$ cat config.mk
export PLATFORM = sky130hd
export DESIGN_NAME = object_draw_sequencer_flat
export DESIGN_NICKNAME = d
export VERILOG_FILES = /design/src/rtl/draw_pkg.sv /design/src/rtl/object_draw_sequencer_if.sv /design/src/rtl/handshake_watchdog.sv /design/src/rtl/object_draw_sequencer.sv /design/src/flat_wrapper.sv
export SDC_FILE = /design/constraint.sdc
export NUM_CORES = 1
export LEC_CHECK = 0
export BUFFER_PORTS_ARGS = -buffer_cell sky130_fd_sc_hd__buf_2
export CAP_MARGIN = 30
export CORE_AREA = 4 4 92 94
export DETAILED_ROUTE_END_ITERATION = 12
export DIE_AREA = 0 0 96 98
export HOLD_SLACK_MARGIN = 0.12
export PLACE_DENSITY = 0.4
export SLEW_MARGIN = 20
export SYNTH_ARGS = -nofsm -noshare
export SYNTH_HDL_FRONTEND = slang
export SYNTH_SLANG_ARGS = --single-unit
$ cat constraint.sdc
create_clock -name clock -period 4.6 [get_ports clock]
set_input_delay 0.92 -clock clock [delete_from_list [all_inputs] [get_ports clock]]
set_output_delay 0.92 -clock clock [all_outputs]
set_load 0.005 [all_outputs]
$ cat src/rtl/draw_pkg.sv
// Shared definitions for the object draw sequencer and the drawer control:
// state encoding, default sizes and the slot eligibility rule.
package draw_pkg;

   localparam int NUM_OBJECTS_DEFAULT = 12;
   localparam int TIMEOUT_DEFAULT     = 4095;
   localparam int ADDR_W              = 4;
   localparam int COUNT_W             = 12;

   typedef enum logic [2:0] {
      S_IDLE,
      S_SCAN,
      S_REQUEST,
      S_RELEASE,
      S_FRAME_DONE
   } draw_state_t;

   // An initial frame draws every slot so the drawer can record all locations.
   function automatic logic slot_eligible(input logic [(1 << ADDR_W)-1:0] valid_mask,
                                          input logic                     initial_flag,
                                          input logic [ADDR_W-1:0]        slot);
      return valid_mask[slot] | initial_flag;
   endfunction

endpackage

$ cat src/rtl/object_draw_sequencer_if.sv
// Request/acknowledge handshake between the object draw sequencer and the drawer.
interface object_draw_sequencer_if;
   import draw_pkg::*;

   logic              start_draw_object;
   logic              draw_object_done;
   logic [ADDR_W-1:0] object_location_address;
   logic              start_initial_module;

   modport master (
      output start_draw_object,
      output object_location_address,
      output start_initial_module,
      input  draw_object_done
   );

   modport slave (
      input  start_draw_object,
      input  object_location_address,
      input  start_initial_module,
      output draw_object_done
   );

endinterface

$ cat src/rtl/handshake_watchdog.sv
// Saturating cycle counter that flags the LIMIT-th enabled cycle since the last clear.
module handshake_watchdog
   import draw_pkg::*;
#(
   parameter int LIMIT = TIMEOUT_DEFAULT
) (
   input  logic clock,
   input  logic resetn,
   input  logic enable,
   input  logic clear,
   output logic expired
);

   localparam logic [COUNT_W:0] LAST_COUNT = (COUNT_W+1)'(LIMIT - 1);

   logic [COUNT_W-1:0] count;

   always_ff @(posedge clock) begin
      if (!resetn || clear) begin
         count <= '0;
      end else if (enable && (count != {COUNT_W{1'b1}})) begin
         count <= count + COUNT_W'(1);
      end
   end

   // count holds the number of earlier enabled cycles, so this fires on the LIMIT-th one.
   assign expired = enable && ({1'b0, count} == LAST_COUNT);

endmodule

$ cat src/rtl/object_draw_sequencer.sv
// Walks the object slots once per frame and hands each eligible slot to the
// drawer through a request/acknowledge handshake guarded by a watchdog.
module object_draw_sequencer
   import draw_pkg::*;
#(
   parameter int NUM_OBJECTS    = NUM_OBJECTS_DEFAULT,
   parameter int TIMEOUT_CYCLES = TIMEOUT_DEFAULT
) (
   input  logic                   clock,
   input  logic                   resetn,
   input  logic                   start_frame,
   input  logic                   initial_frame,
   input  logic [NUM_OBJECTS-1:0] object_valid,
   object_draw_sequencer_if.master bus,
   output logic                   busy,
   output logic                   frame_done,
   output logic                   timeout_error
);

   draw_state_t                 state;
   logic [ADDR_W-1:0]           address;
   logic [(1 << ADDR_W)-1:0]    valid_latched;
   logic                        initial_latched;
   logic                        start_draw_q;
   logic                        start_initial_q;
   logic                        watchdog_expired;

   handshake_watchdog #(
      .LIMIT (TIMEOUT_CYCLES)
   ) u_watchdog (
      .clock   (clock),
      .resetn  (resetn),
      .enable  (state == S_REQUEST),
      .clear   (state != S_REQUEST),
      .expired (watchdog_expired)
   );

   assign bus.start_draw_object       = start_draw_q;
   assign bus.object_location_address = address;
   assign bus.start_initial_module    = start_initial_q;

   // Outputs are registered alongside the state so they change only with it;
   // done takes priority over an expiry landing in the same cycle.
   always_ff @(posedge clock) begin
      if (!resetn) begin
         state           <= S_IDLE;
         address         <= '0;
         valid_latched   <= '0;
         initial_latched <= 1'b0;
         start_draw_q    <= 1'b0;
         start_initial_q <= 1'b0;
         busy            <= 1'b0;
         frame_done      <= 1'b0;
         timeout_error   <= 1'b0;
      end else begin
         frame_done <= 1'b0;
         case (state)
            S_IDLE: begin
               if (start_frame) begin
                  valid_latched   <= (1 << ADDR_W)'(object_valid);
                  initial_latched <= initial_frame;
                  start_initial_q <= initial_frame;
                  address         <= '0;
                  busy            <= 1'b1;
                  state           <= S_SCAN;
               end
            end
            S_SCAN: begin
               if (address == ADDR_W'(NUM_OBJECTS)) begin
                  frame_done <= 1'b1;
                  state      <= S_FRAME_DONE;
               end else if (slot_eligible(valid_latched, initial_latched, address)) begin
                  start_draw_q <= 1'b1;
                  state        <= S_REQUEST;
               end else begin
                  address <= address + ADDR_W'(1);
               end
            end
            S_REQUEST: begin
               if (bus.draw_object_done) begin
                  start_draw_q <= 1'b0;
                  state        <= S_RELEASE;
               end else if (watchdog_expired) begin
                  timeout_error <= 1'b1;
                  start_draw_q  <= 1'b0;
                  state         <= S_RELEASE;
               end
            end
            S_RELEASE: begin
               if (!bus.draw_object_done) begin
                  address <= address + ADDR_W'(1);
                  state   <= S_SCAN;
               end
            end
            S_FRAME_DONE: begin
               initial_latched <= 1'b0;
               start_initial_q <= 1'b0;
               busy            <= 1'b0;
               state           <= S_IDLE;
            end
            default: begin
               start_draw_q    <= 1'b0;
               start_initial_q <= 1'b0;
               busy            <= 1'b0;
               state           <= S_IDLE;
            end
         endcase
      end
   end

endmodule

$ cat src/flat_wrapper.sv
// flat-port wrapper written by rule: the top's interface ports become plain ports
module object_draw_sequencer_flat import draw_pkg::*;
#(
   parameter int NUM_OBJECTS    = NUM_OBJECTS_DEFAULT,
   parameter int TIMEOUT_CYCLES = TIMEOUT_DEFAULT
)
  (clock, resetn, start_frame, initial_frame, object_valid, busy, frame_done, timeout_error, bus_start_draw_object, bus_object_location_address, bus_start_initial_module, bus_draw_object_done);
  object_draw_sequencer_if bus_i ();
  input  logic clock;
  input  logic resetn;
  input  logic start_frame;
  input  logic initial_frame;
  input  logic [NUM_OBJECTS-1:0] object_valid;
  output logic busy;
  output logic frame_done;
  output logic timeout_error;
  output wire logic [$bits(bus_i.start_draw_object)-1:0] bus_start_draw_object;
  output wire logic [$bits(bus_i.object_location_address)-1:0] bus_object_location_address;
  output wire logic [$bits(bus_i.start_initial_module)-1:0] bus_start_initial_module;
  input wire logic [$bits(bus_i.draw_object_done)-1:0] bus_draw_object_done;
  assign bus_start_draw_object = bus_i.start_draw_object;
  assign bus_object_location_address = bus_i.object_location_address;
  assign bus_start_initial_module = bus_i.start_initial_module;
  assign bus_i.draw_object_done = bus_draw_object_done;
  object_draw_sequencer #(.NUM_OBJECTS(NUM_OBJECTS), .TIMEOUT_CYCLES(TIMEOUT_CYCLES)) u_core (.clock(clock), .resetn(resetn), .start_frame(start_frame), .initial_frame(initial_frame), .object_valid(object_valid), .bus(bus_i), .busy(busy), .frame_done(frame_done), .timeout_error(timeout_error));
endmodule
Yosys cells after proc, flatten, opt, wreduce, memory -nomap -nowiden

Index checks and enable logic that the tools add are counted.

Bits in registers: 37
Output and inout bits: 9
Word-level logic and storage cells: 74

Add/sub/neg operators: 2
Magnitude comparators: 1
Equality and inequality tests: 15
Muxes and demuxes: 25
Bitwise operators: 4
Reductions and logical operators: 17

Operators by type and width:

| kind                                                | number |
|---|---|
| two-way mux 3 bit                                   | 6 |
| two-way mux 4 bit                                   | 4 |
| adder 12 x 1 -> 12 bit, second input constant       | 1 |
| equality test 12 bit, second input constant         | 1 |
| != test 12 bit, second input constant               | 1 |
| one-hot mux 3 bit (4 select lines)                  | 1 |
| one-hot mux 4 bit (3 select lines)                  | 1 |
| two-way mux 1 bit                                   | 8 |
| != test 2 bit, second input constant                | 4 |
| AND reduction 2 bit                                 | 4 |
| AND reduction 4 bit                                 | 2 |
| equality test 3 x 2 -> 1 bit, second input constant | 2 |
| != test 3 x 2 -> 1 bit, second input constant       | 2 |
| one-hot mux 1 bit (2 select lines)                  | 3 |
| OR reduction 3 bit                                  | 2 |
| < comparator 4 x 5 -> 1 bit, second input constant  | 1 |
| AND reduction 5 bit                                 | 1 |
| adder 4 x 1 -> 4 bit, second input constant         | 1 |
| binary-select mux 1 bit (select 4 bit)              | 1 |
| equality test 4 bit, second input constant          | 1 |
| equality test 3 x 1 -> 1 bit, second input constant | 1 |
| equality test 3 bit, second input constant          | 1 |
| logical NOT 3 bit                                   | 1 |
| != test 3 x 1 -> 1 bit, second input constant       | 1 |
| 10 further kinds                                    | 13 |

Longest topological paths before layout

Depth in word-level cells: 6
Mapped depth: 8
Mapped depth without buffers: 7

By module

From an unflattened synthesis, not the netlist that was laid out.

Cell total of the unflattened synthesis: 233
Area, all modules: 1,976.9 µm²

Modules (own cells, without submodules):

| module                | times used | cells an instance | area an instance (µm²) | seq. area each (µm²) |
|---|---|---|---|---|
| object_draw_sequencer | 1          | 164               | 1,362.6                | 500.5 |
| handshake_watchdog    | 1          | 69                | 614.3                  | 240.2 |

Least setup slack after synthesis

No wires, ideal clock.

Kind: in2reg
Start point: input port start_frame
End point: register u_core.address[1] (netlist: u_core.bus.object_location_address[1])
Data arrival time: 2,173 ps
Path slack: 2,357 ps
Cell stages on the path: 4
Path through: nor4b_1 -> a21oi_1 -> or4_1 -> a21boi_1

Longest elaborated chain between the ends: 2

RTL lines:

| item                                 | line                        | RTL |
|---|---|---|
| start, declared                      | flat_wrapper.sv:11          | `input logic start_frame;` |
| != test 2 bit (no source line)       | n/a                         |  |
| AND reduction 5 bit (no source line) | n/a                         |  |
| end signal, assigned                 | object_draw_sequencer.sv:76 | `address <= address + ADDR_W'(1);` |
| end signal, assigned                 | object_draw_sequencer.sv:91 | `address <= address + ADDR_W'(1);` |
| end, declared                        | object_draw_sequencer.sv:21 | `logic [ADDR_W-1:0] address;` |

Every way passes these cells.
A chain may end at the register's enable or synchronous reset.

Final worst setup path

Start point: register u_core.address[0] (netlist: u_core.bus.object_location_address[0])
End point: register u_core.address[3] (netlist: u_core.bus.object_location_address[3])

Longest elaborated chain between the ends: 5
Elaborated cells between the ends (all ways): 12
Classes of those cells: add/sub: 1; eq/ne: 3; mux: 6; bitwise: 1; reduce/logical: 1

RTL lines:

| item                                    | line           | RTL |
|---|---|---|
| binary-select mux 1 bit (select 4 bit)  | draw_pkg.sv:22 | `return valid_mask[slot] \| initial_flag;` |
| two-way mux 1 bit (implied by the code) | draw_pkg.sv:22 |  |
| bitwise OR 1 bit                        | draw_pkg.sv:22 |  |
| != test 2 bit (no source line)          | n/a            |  |
| AND reduction 5 bit (no source line)    | n/a            |  |

Parallel ways exist; a longest one is shown, timed or not. The select of a mux whose other input is x is not followed.

==> impl_metrics.ini <==
[outcome]
outcome = completed

[floorplan]
die_height_um = 98
design.core.area_um2 = 7650
initial_utilization_pct = 24.6
dieWidth_um = 96
io_pins = 26
placement_rows = 32
die_area_um2 = 9410

[power]
ir_drop_v = 0.000101
comb_power_share_pct = 20.5
clkPwrFrac_pct = 35.3
power_leakage_nw = 0.786
power_w = 0.000856
total_power_density_per_cell_area_nw_per_um2 = 386
net-switching-power_w = 0.000259
seq_power_share_pct = 44.2
cell_internal_pwr_w = 0.000598
switching_share_pct = 30.2

[sta]
setup_viol_count_final = 0
timing.final.hold_violations = 0
setup_ws_ns = 2.35
clock_skew_ns = 0.00799
timing_max_transition_violations_final = 0
min_period_over_period_pct = 48.9
grt_setup_unrepaired = no
aggregate_negative_setup_slack_ns = 0
slew_headroom_pct = 46.3
timing.final.crit_period_ns = 2.25
fmax_mhz = 445
tightestPinTransition_ns = 0.798

[worst_setup_path]
worst_path_cell_trace = mux4_2 -> a31oi_4 -> o21ai_0 -> a221oi_1 -> o32ai_1
worst_path_bufs_invs = 0
critPathTopFamily = compound AO/OA/AOI/OAI gates
cpMaxStageDelayCell = dfxtp_1
cp_slowest_stage_delay_ns = 0.59
reg2reg_slack_ns = 2.35
critical_path_peak_fanout = 12
crit_type = flop to flop
crit_arrival_ns = 2.41
critical_path_required_ns = 4.76
setup.worst_path.end_class = flop
critical_path.startpoint_type = flop

[run]
max_cap_viol_count = 0

[clock_network]
cts.sink_count = 37
cts_max_level = 2
clk_pin_slew_ns = 0.08
clk_root_buffer_cell = clkbuf_8
worst_skew_pair.late_latency_ns = 0.29
clock_tree.buffer_depth = 2
cts_resized = 0
hold_buffers = 0
cts_tree = yes
post_cts_setup_buffer_count = 0
tritoncts.num_buffers = 5

[drt]
routed_wire_length_per_instance_um = 12.8
viasPerCell = 4.62
met2WireLength_mm = 1.94
highest-signal-layer = met4
detail_route.drc_violations = 0
routedLengthMet1_mm = 2.36
wl_met3_um = 152
detail_route.iter0.violations = 81
num_vias = 1623
drtAntennaViolNets = 0
route.final.wire_length_mm = 4.50
drt-pass1-iter-count = 4

[final_layout]
areaGrowthSynthToFinish_pct = 17.8
multiInputGateArea_um2 = 1070
layout.nets = 269
drive_gt1_share_pct = 18.1
regArea_um2 = 741
nFillCells = 838
utilization_pct = 29.0
antenna_cells = 0

[hold_path]
hp-class = flop to flop

[synth]
postSynth.topFlopCell = dfxtp_1
synthTopCellsByArea = dfxtp_1 (39%), nand2_1 (7.6%), a21boi_0 (4.8%)
synth_fp_nets = 247
synth.ff_latch_count = 37
async_reset_ff_share_pct = 0
ys.warnings.count = 0
synth_seq_area_share_pct = 39.3
synth.cells.most_frequent = nand2_1 (38), dfxtp_1 (37), nor2_1 (21)
cell_area_after_technology_mapping_um2 = 1880
synthesis.area_per_instance_um2 = 8.33
synth_cell_types = 51
postSynthCellCount = 226
edff_count_synth = 0
synth.most_common_cell = nand2_1
yosys.area.top_type = dfxtp_1
synth_top_area_share_pct = 39.3

[placement]
pre_cts_ws_ns = 2.28
portBuffers = 25
gp_routability_congestion = 0.746
hpwl_mm = 3.29

[global_route]
grt_antenna_before_repair = 0
grt_usage_pct = 10.4
total_global_routing_overflow = 0
grt_start_max_net_pins = 26
grt_pass1_vias = 1580
grt_first_pass_wirelength_mm = 7.69
[cells in the final DEF, fill, tap and decap left out, types with 4 or more instances in the layout]
cell,count
nand2_1,38
dfxtp_1,37
buf_2,25
nor2_1,21
a21boi_0,12
nand3_1,10
nor3_1,9
inv_1,8
a21oi_1,7
xnor2_1,6
clkbuf_8,6
nor4_1,5
o21ai_0,5
nand2b_1,4
ha_1,4
[worst paths after layout]
path,to,cells past startpoint,from
max,u_core.bus.object_location_address[3],5,u_core.bus.object_location_address[0]
min,u_core.bus.start_initial_module,2,u_core.bus.start_initial_module
max reg2reg,u_core.bus.object_location_address[3],5,u_core.bus.object_location_address[0]
min reg2reg,u_core.bus.start_initial_module,2,u_core.bus.start_initial_module
[worst min-delay path, cell delays in order (launching register included)]
cell	delay (ns)
dfxtp_1	0.31
nand2_1	0.05
a21oi_1	0.05
[registers in the layout, indices dropped and copies added (netlist names)]
register and flops:
u_core.bus.object_location_address 4, u_core.bus.start_draw_object 1, u_core.bus.start_initial_module 1, u_core.busy 1, u_core.frame_done 1, u_core.initial_latched 1
u_core.state 3, u_core.timeout_error 1, u_core.u_watchdog.count 12, u_core.valid_latched 12
[layer usage]
metal  vias up  GRT usage, %
li1        846             -
met1       745          15.3
met2        28          14.6
met3         4          2.62
met4         0          3.72
met5         -             0
[logic make-up (layout without fill, tap and decap cells)]
kind of cell | after synthesis | count (layout) | synth area share, %
multiplexers | 6 | 6 | 4.92
XOR/XNOR | 8 | 8 | 3.72
AND/OR/NAND/NOR | 107 | 107 | 27.4
flip-flops | 37 | 37 | 39.3
adder cells (fa/ha/maj) | 4 | 4 | 2.66
buffers and inverters | 19 | 42 | 4.32
AO/OA/AOI/OAI | 45 | 45 | 17.7
[metrics by stage]
| step | hold slack (ns) | cells | area (µm²) |
|---|---|---|---|
| 2_1_floorplan | 0.440 | 226 | 1880 |
| 3_3_place_gp | 0.445 | 343 | 2100 |
| 3_5_place_dp | 0.454 | 343 | 2100 |
| 4_1_cts | 0.465 | 351 | 2220 |
| 5_1_grt | 0.490 | 351 | 2220 |
| 6_report | 0.459 | 351 | 2220 |
[power groups by stage]
stage	logic, W	registers, W	clock network (W)
floorplan	0.000147	0.000366	0
global placement	0.000177	0.000387	0
detailed placement	0.000179	0.000387	0
CTS	0.000179	0.000379	0.000314
global route	0.000202	0.000385	0.000326
finish	0.000176	0.000378	0.000302
[cell type report]
type                            instances  share of cell area (%)
Inverter                                8                    1.35
Clock buffer                            6                    3.72
Tap cell                              102                    5.75
Sequential cell                        37                    33.4
Clock inverter                          2                    1.69
Timing Repair Buffer                   26                    5.98
Multi-Input combinational cell        170                    48.1
Power figures use the tool's default switching activity.
